File: config.mk
export PLATFORM = sky130hd
export DESIGN_NAME = accumulator_multi
export DESIGN_NICKNAME = d
export VERILOG_FILES = /design/src/rtl/acc_pkg.sv /design/src/rtl/acc_lane.sv /design/src/rtl/accumulator_multi.sv
export SDC_FILE = /design/constraint.sdc
export NUM_CORES = 1
export LEC_CHECK = 0
export ABC_AREA = 0
export CORE_MARGIN = 5
export CORE_UTILIZATION = 40
export CTS_BUF_LIST = sky130_fd_sc_hd__clkbuf_2 sky130_fd_sc_hd__clkbuf_4 sky130_fd_sc_hd__clkbuf_8
export DETAILED_ROUTE_END_ITERATION = 10
export SETUP_SLACK_MARGIN = 0.15
export SLEW_MARGIN = 10
export SYNTH_ARGS = -nofsm -noshare
export SYNTH_HDL_FRONTEND = slang
export SYNTH_SLANG_ARGS = --single-unit
File: constraint.sdc
create_clock -name clk -period 5.1 [get_ports clk]
set_input_delay 0.765 -clock clk [delete_from_list [all_inputs] [get_ports clk]]
set_output_delay 0.765 -clock clk [all_outputs]
set_load 0.03 [all_outputs]
File: src/rtl/acc_pkg.sv
// rtl/acc_pkg.sv - shared defaults and saturation bounds for accumulator_multi
// Saturation bounds are returned wide; callers cast down to their ACC_W.
package acc_pkg;

  localparam int DEF_IN_W    = 8;
  localparam int DEF_ACC_W   = 16;
  localparam int DEF_CH      = 4;
  localparam int DEF_WIN_LEN = 9;
  localparam int MAX_W       = 64;

  function automatic logic [MAX_W-1:0] sat_max(input int w);
    return (64'd1 << (w - 1)) - 64'd1;
  endfunction

  function automatic logic [MAX_W-1:0] sat_min(input int w);
    return 64'd1 << (w - 1);
  endfunction

endpackage

File: src/rtl/acc_lane.sv
// rtl/acc_lane.sv - one channel: accumulator register, adder, optional clamp and sticky flag
// Clamp and sticky flag exist only with ACCUMULATOR_MULTI_SAT_EN defined.
module acc_lane
  import acc_pkg::*;
#(
  parameter int IN_W  = DEF_IN_W,
  parameter int ACC_W = DEF_ACC_W
) (
  input  logic             clk,
  input  logic             rst,
  input  logic [IN_W-1:0]  sample,
  input  logic             add,
  input  logic             clear,
`ifdef ACCUMULATOR_MULTI_SAT_EN
  output logic             sat,
`endif
  output logic [ACC_W-1:0] sum
);

  logic [ACC_W-1:0] acc;
  logic [ACC_W-1:0] ext;

  assign ext = ACC_W'($signed(sample));

`ifdef ACCUMULATOR_MULTI_SAT_EN
  localparam logic [ACC_W-1:0] SAT_MAX = ACC_W'(sat_max(ACC_W));
  localparam logic [ACC_W-1:0] SAT_MIN = ACC_W'(sat_min(ACC_W));

  logic [ACC_W:0] wide;
  logic           ovf;
  logic           sticky;

  // One guard bit: overflow when the guard and the result MSB disagree.
  assign wide = {acc[ACC_W-1], acc} + {ext[ACC_W-1], ext};
  assign ovf  = wide[ACC_W] ^ wide[ACC_W-1];
  assign sum  = ovf ? (wide[ACC_W] ? SAT_MIN : SAT_MAX) : wide[ACC_W-1:0];
  assign sat  = sticky | ovf;
`else
  assign sum = acc + ext;
`endif

  always_ff @(posedge clk or posedge rst) begin
    if (rst) begin
      acc <= '0;
`ifdef ACCUMULATOR_MULTI_SAT_EN
      sticky <= 1'b0;
`endif
    end else if (clear) begin
      acc <= '0;
`ifdef ACCUMULATOR_MULTI_SAT_EN
      sticky <= 1'b0;
`endif
    end else if (add) begin
      acc <= sum;
`ifdef ACCUMULATOR_MULTI_SAT_EN
      sticky <= sat;
`endif
    end
  end

endmodule

File: src/rtl/accumulator_multi.sv
// rtl/accumulator_multi.sv - multi-channel windowed accumulator with one-deep result slot
// Optional saturation and out_sat port with ACCUMULATOR_MULTI_SAT_EN defined.
module accumulator_multi
  import acc_pkg::*;
#(
  parameter int IN_W    = DEF_IN_W,
  parameter int ACC_W   = DEF_ACC_W,
  parameter int CH      = DEF_CH,
  parameter int WIN_LEN = DEF_WIN_LEN
) (
  input  logic                clk,
  input  logic                rst,
  input  logic                in_valid,
  output logic                in_ready,
  input  logic [CH*IN_W-1:0]  in_data,
  input  logic                in_clear,
  output logic                out_valid,
  input  logic                out_ready,
`ifdef ACCUMULATOR_MULTI_SAT_EN
  output logic [CH-1:0]       out_sat,
`endif
  output logic [CH*ACC_W-1:0] out_data
);

  localparam int CW = $clog2(WIN_LEN);
  localparam logic [CW-1:0] LAST = CW'(WIN_LEN - 1);

  logic [CW-1:0]       count;
  logic                last;
  logic                accept;
  logic                done;
  logic                lane_clear;
  logic [CH*ACC_W-1:0] lane_sum;
`ifdef ACCUMULATOR_MULTI_SAT_EN
  logic [CH-1:0]       lane_sat;
`endif

  assign last       = (count == LAST);
  // Only the window-completing beat can be stalled by a full slot.
  assign in_ready   = !last || !out_valid || out_ready;
  assign accept     = in_valid && in_ready && !in_clear;
  assign done       = accept && last;
  assign lane_clear = in_clear || done;

  for (genvar g = 0; g < CH; g++) begin : g_lane
    acc_lane #(
      .IN_W  (IN_W),
      .ACC_W (ACC_W)
    ) u_lane (
      .clk    (clk),
      .rst    (rst),
      .sample (in_data[g*IN_W +: IN_W]),
      .add    (accept),
      .clear  (lane_clear),
`ifdef ACCUMULATOR_MULTI_SAT_EN
      .sat    (lane_sat[g]),
`endif
      .sum    (lane_sum[g*ACC_W +: ACC_W])
    );
  end

  always_ff @(posedge clk or posedge rst) begin
    if (rst) begin
      count     <= '0;
      out_valid <= 1'b0;
      out_data  <= '0;
`ifdef ACCUMULATOR_MULTI_SAT_EN
      out_sat   <= '0;
`endif
    end else begin
      if (in_clear)
        count <= '0;
      else if (accept)
        count <= last ? '0 : count + CW'(1);

      if (done) begin
        out_valid <= 1'b1;
        out_data  <= lane_sum;
`ifdef ACCUMULATOR_MULTI_SAT_EN
        out_sat   <= lane_sat;
`endif
      end else if (out_ready) begin
        out_valid <= 1'b0;
      end
    end
  end

endmodule

Word level (Yosys, flattened, before mapping). Cells that the tools add are included.

Bits in registers: 133. Bits in writable memories: 0. Memories kept: 0. Bits in latches: 0. Logic and storage cells: 38. Output and inout port bits: 66. Memory bits (read-only): 0.

Div/mod/pow operators: 0. Add/subtract/negate cells: 5. Bitwise logic cells: 0. $lt $le $gt $ge: 0. Equality and inequality tests: 1. Reductions and logical operators: 12. Multipliers: 0. Shift-type cells: 0. Mux-type cells: 13.

Operator list (count): $mux W16 (8); $add A16 B16 Y16 (4); $mux W4 (3); $reduce_bool A2 Y1 (3); $add A4 B1 Y4 const B (1); $eq A4 B4 Y1 const B (1); $logic_and A1 B1 Y1 (3); $logic_not A1 Y1 (3); $logic_or A1 B1 Y1 (3); $mux W1 (2).

Depth between registers and ports, before layout.
Depth after elaboration: 9. Depth in mapped cells: 10. Depth with buffers taken out: 9.

Modules after synthesis. A second synthesis with hierarchy kept.

Cells, all modules: 824. Area total of the unflattened synthesis: 8849.7 µm².

Modules (own cells, without submodules): acc_lane at g_lane[0].u_lane ... (cells each 159, area an instance 1425.1 µm², times used 3); accumulator_multi (cells each 171, area an instance 3014.1 µm², times used 1); acc_lane at g_lane[3].u_lane (cells each 176, area an instance 1560.2 µm², times used 1).

Worst setup path after synthesis. Ideal clock, no wire load.

Kind: input-to-reg. Start point: input in_data[24]. End point: register out_data[62]. Setup time: 0.125 ns. Setup slack: 2.178 ns. Arrival time: 2.797 ns. Cell stages on the path: 9. Data required time: 4.975 ns. Path through: ha_1 fa_1 a211oi_1 o21ai_0 a21oi_2 o21ai_1 a311oi_1 xnor2_1 mux2_2.

Longest elaborated chain between the ends: 1.

RTL lines: start: declaration (RTL line accumulator_multi.sv:15) `input logic [CH*IN_W-1:0] in_data,`; $add A16 B16 Y16 (RTL line acc_lane.sv:39) `assign sum = acc + ext;`; end signal: assignment (RTL line accumulator_multi.sv:78) `out_data <= lane_sum;`; end: declaration (RTL line accumulator_multi.sv:22) `output logic [CH*ACC_W-1:0] out_data`.

Every way passes these cells. A chain may end at the register's enable or synchronous reset.

Final worst setup path.
Start point: register count[0]. End point: output in_ready.

Longest elaborated chain between the ends: 4.

RTL lines: start: declaration (RTL line accumulator_multi.sv:28) `logic [CW-1:0] count;`; start signal: assignment (RTL line accumulator_multi.sv:74) `count <= last ? '0 : count + CW'(1);`; $eq A4 B4 Y1 (RTL line accumulator_multi.sv:38) `assign last = (count == LAST);`; $logic_not A1 Y1 (RTL line accumulator_multi.sv:40) `assign in_ready = !last || !out_valid || out_ready;`; $logic_or A1 B1 Y1 (2 in series) (RTL line accumulator_multi.sv:40); end: declaration (RTL line accumulator_multi.sv:14) `output logic in_ready,`.

Every way passes these cells.

==> summary.md <==
| Metric | Value |
|---|---|
| PostCTS Resize Cnt | 0 |
| Overflow after GRT | 0 |
| Final wirelength | 17,500 um |
| Buf/Inv on CP | 2 |
| Clk slew on worst S/H paths | 0.07 ns |
| Vias | 5,869 |
| Final min period | 3.14 ns |
| Die area | 0.0218 mm^2 |
| Vias in the first global route | 5,989 |
| Synth Area in Adders | 0.113 |
| Pin count of the biggest net entering global routing | 109 |
| Root Driver | clkbuf_8 |
| Layout area overhead | 22.4% |
| Slew HR | 0.334 |
| Final hold violations | 0 |
| Post-synthesis mux area share | 0.0201 |
| Area contributors post-synth | dfrtp_1 (44%), ha_1 (10%), nand2_1 (8.8%), a22o_1 (6.6%), xnor2_1 (4.6%) |
| Diode count | 0 |
| Async SR Flop Fraction | 1.00 |
| Chip width | 148 um |
| Outcome | finished, final reports clean |
| Post-DP HPWL | 11,900 um |
| Longest Clk Path Bufs | 2 |
| Post-DR wirelength/cell | 15.5 um |
| Max-cap violations | 0 |
| Nets | 981 |
| Final Power | 3050 uW |
| EDFF count, synth | 0 |
| Placeable Area | 0.0187 mm^2 |
| Crit-path slowest cell | clkdlybuf4s50_1 |
| Placer Congestion | 0.863 |
| TritonCTS clock tree | built |
| Critical Path Max Stage Delay | 0.64 ns |
| PwrDens | 329 mW/mm^2 |
| Fillers | 1,734 |
| WS Path Type | register to output pin |
| Chip Height | 148 um |
| Prevailing post-synth register cell | dfrtp_1 |
| First-pass GRT wire length | 29,900 um |
| IO Pins | 103 |
| Required @ worst endpoint | 4.34 ns |
| RSZ-0062 raised after global routing | false |
| Complex-gate fraction of the synthesized area | 0.205 |
| Netlist cell types | 57 |
| Via/cell ratio | 5.23 |
| Share of cells above drive strength 1 | 0.0754 |
| Clock sinks | 133 |
| Dpl cells | 1,093 |
| Residual DRC | 0 |
| Average size of a mapped cell | 9.76 um^2 |
| Worst setup EP type | output pin |
| Crit path DAT | 2.37 ns |
| Post-Layout Cell Count | 1,123 |
| DP Worst Slack | 1.52 ns |
| Post-Synthesis Cell Area | 0.00758 mm^2 |
| H-tree lvl count | 4 |
| Initial antenna violation count | 0 |
| Mapped Nets | 880 |
| Cell taking the most area after synthesis | dfrtp_1 |
| Starting density of the core | 0.405 |
| Worst Tran Pin Value | 1.00 ns |
| Sequential area share after synthesis | 0.439 |
| FMAX | 0.319 GHz |
| LEAKAGE | 0.00445 uW |
| Synth top area share | 0.439 |
| Slew Viols, Final | 0 |
| GRT Util Overall | 0.167 |
| Number of hold buffers added after CTS | 0 |
| Max FO, Critical Path | 5 |
| Clk_lat worst skew | 0.45 ns |
| Register bit total from synthesis | 133 |
| Num rows | 50 |
| Post-DRT Antenna Nets | 0 |
| Crit path launch type | register |
| Placement Cell Area | 0.00886 mm^2 |
| Post-CTS Repair Setup Buffers | 0 |
| PortBufs | 102 |
| Max VDD drop | 0.142 mV |
| Xor and xnor fraction of the mapped netlist area | 0.0647 |
| Min-Delay Path Class | register to register |
| Setup violators final | 0 |
| Simple-gate portion of the synthesized area | 0.134 |
| Final period utilization | 0.615 |
| Setup TNS | 0 ns |
| CP top delay family | buffers and inverters |
| Worst setup margin | 1.96 ns |
| Yosys warnings | 0 |
| Critical-path cell list | inv_1 -> ha_1 -> nand3b_1 -> or3_1 -> clkdlybuf4s50_1 |
| Layout Skew | 0.0157 ns |
| Cts bufs inserted | 17 |
| First-iteration detailed-routing DRC count | 248 |
| Design Area, Final | 0.00928 mm^2 |
| Cell count after synthesis | 777 |
| Largest family of logic cells by synthesized area | compound AO/OA/AOI/OAI gates |
| Drt pass-1 iters | 4 |
stage by stage:
stage	util	hold slack, ns
after floorplan	-	0.454
after global placement	0.474	0.457
after detailed placement	0.474	0.459
after CTS	0.496	0.480
after global routing	0.496	0.489
final	0.496	0.473
worst reg2reg max path: cells and delay by family, from the launching register on:
kind,cells,cell delay [ns]
adders and majority gates,1,0.14
buffers and inverters,2,0.48
DFF,1,0.42
and+or+nand+nor,2,0.67
AOI/OAI and AO/OA,3,1.02
per-layer routing:
layer / vias up / global-route usage / wire length [um]
li1: 2971 / - / -
met1: 2768 / 0.234 / 8790
met2: 114 / 0.258 / 7660
met3: 16 / 0.0402 / 812
met4: 0 / 0.0508 / 196
met5: - / 0 / 0
Yosys cell counts, drive strengths merged, types with 4 or more instances:
cell type  count
xor2          16
nand3         10
o21bai         7
fa             4
nor3           5
xnor2         40
mux2          10
buf           14
or3            4
mux2i          4
dfrtp        133
a211oi         8
o211ai         9
a21oi         51
o21a           5
ha            62
a22o          57
clkbuf        14
nor2          19
and3           4
nand2        179
a31oi          7
nand2b         4
o21ai         52
a21o          11
inv           18
placed cells by master, fill, tap and decap left out, types with 7 or more instances in the layout:
| master | n |
|---|---|
| nand2_1 | 178 |
| o21ai_0 | 49 |
| a211oi_1 | 8 |
| clkdlybuf4s50_1 | 102 |
| xnor2_1 | 40 |
| o211ai_1 | 9 |
| nand3_1 | 10 |
| xor2_1 | 16 |
| clkbuf_8 | 19 |
| o21bai_1 | 7 |
| a21oi_1 | 49 |
| inv_1 | 17 |
| buf_4 | 8 |
| a22o_1 | 57 |
| ha_1 | 62 |
| dfrtp_1 | 133 |
| nor2_1 | 19 |
| a21o_1 | 10 |
| mux2_2 | 10 |
cell families after synthesis:
family / count (synthesis)
and+or+nand+nor: 241
AOI/OAI and AO/OA: 221
DFF: 133
adders and majority gates: 66
xor gates and xnor gates: 56
buffers and inverters: 46
muxes: 14
registers in the layout, indices dropped and copies added, names as in the netlist:
signal / count
g_lane.u_lane.acc: 64
out_data: 64
out_valid: 1
count: 4
final timing paths:
path                                           from                                   end  slack [ns]  cells after the start
max                            count[0]$_DFFE_PP0P_                              in_ready        1.96                      5
min                        out_data[25]$_DFFE_PP0P_              out_data[25]$_DFFE_PP0P_        0.47                      2
max reg2reg                    count[0]$_DFFE_PP0P_  g_lane[0].u_lane.acc[15]$_DFFE_PP0P_        2.29                      8
min reg2reg                out_data[25]$_DFFE_PP0P_              out_data[25]$_DFFE_PP0P_        0.47                      2
max in group asynchronous                       rst              out_data[22]$_DFFE_PP0P_        3.20                      3
min in group asynchronous                       rst              out_data[59]$_DFFE_PP0P_        0.94                      2
layout make-up:
| class | count | area, um^2 | area share |
|---|---|---|---|
| Clock buffer | 20 | 269 | 0.0290 |
| Clock inverter | 10 | 155 | 0.0167 |
| Inverter | 18 | 72.6 | 0.00782 |
| Multi-Input combinational cell | 598 | 4090 | 0.440 |
| Sequential cell | 133 | 3330 | 0.358 |
| Tap cell | 234 | 293 | 0.0315 |
| Timing Repair Buffer | 110 | 1080 | 0.116 |
power by group:
part / total [uW] / internal, uW / switching (uW)
Clock: 969 / 555 / 414
Sequential: 1200 / 1140 / 57.0
Combinational: 886 / 394 / 492
Total: 3050 / 2090 / 963
Note: power is estimated with default switching activity, not from simulation.
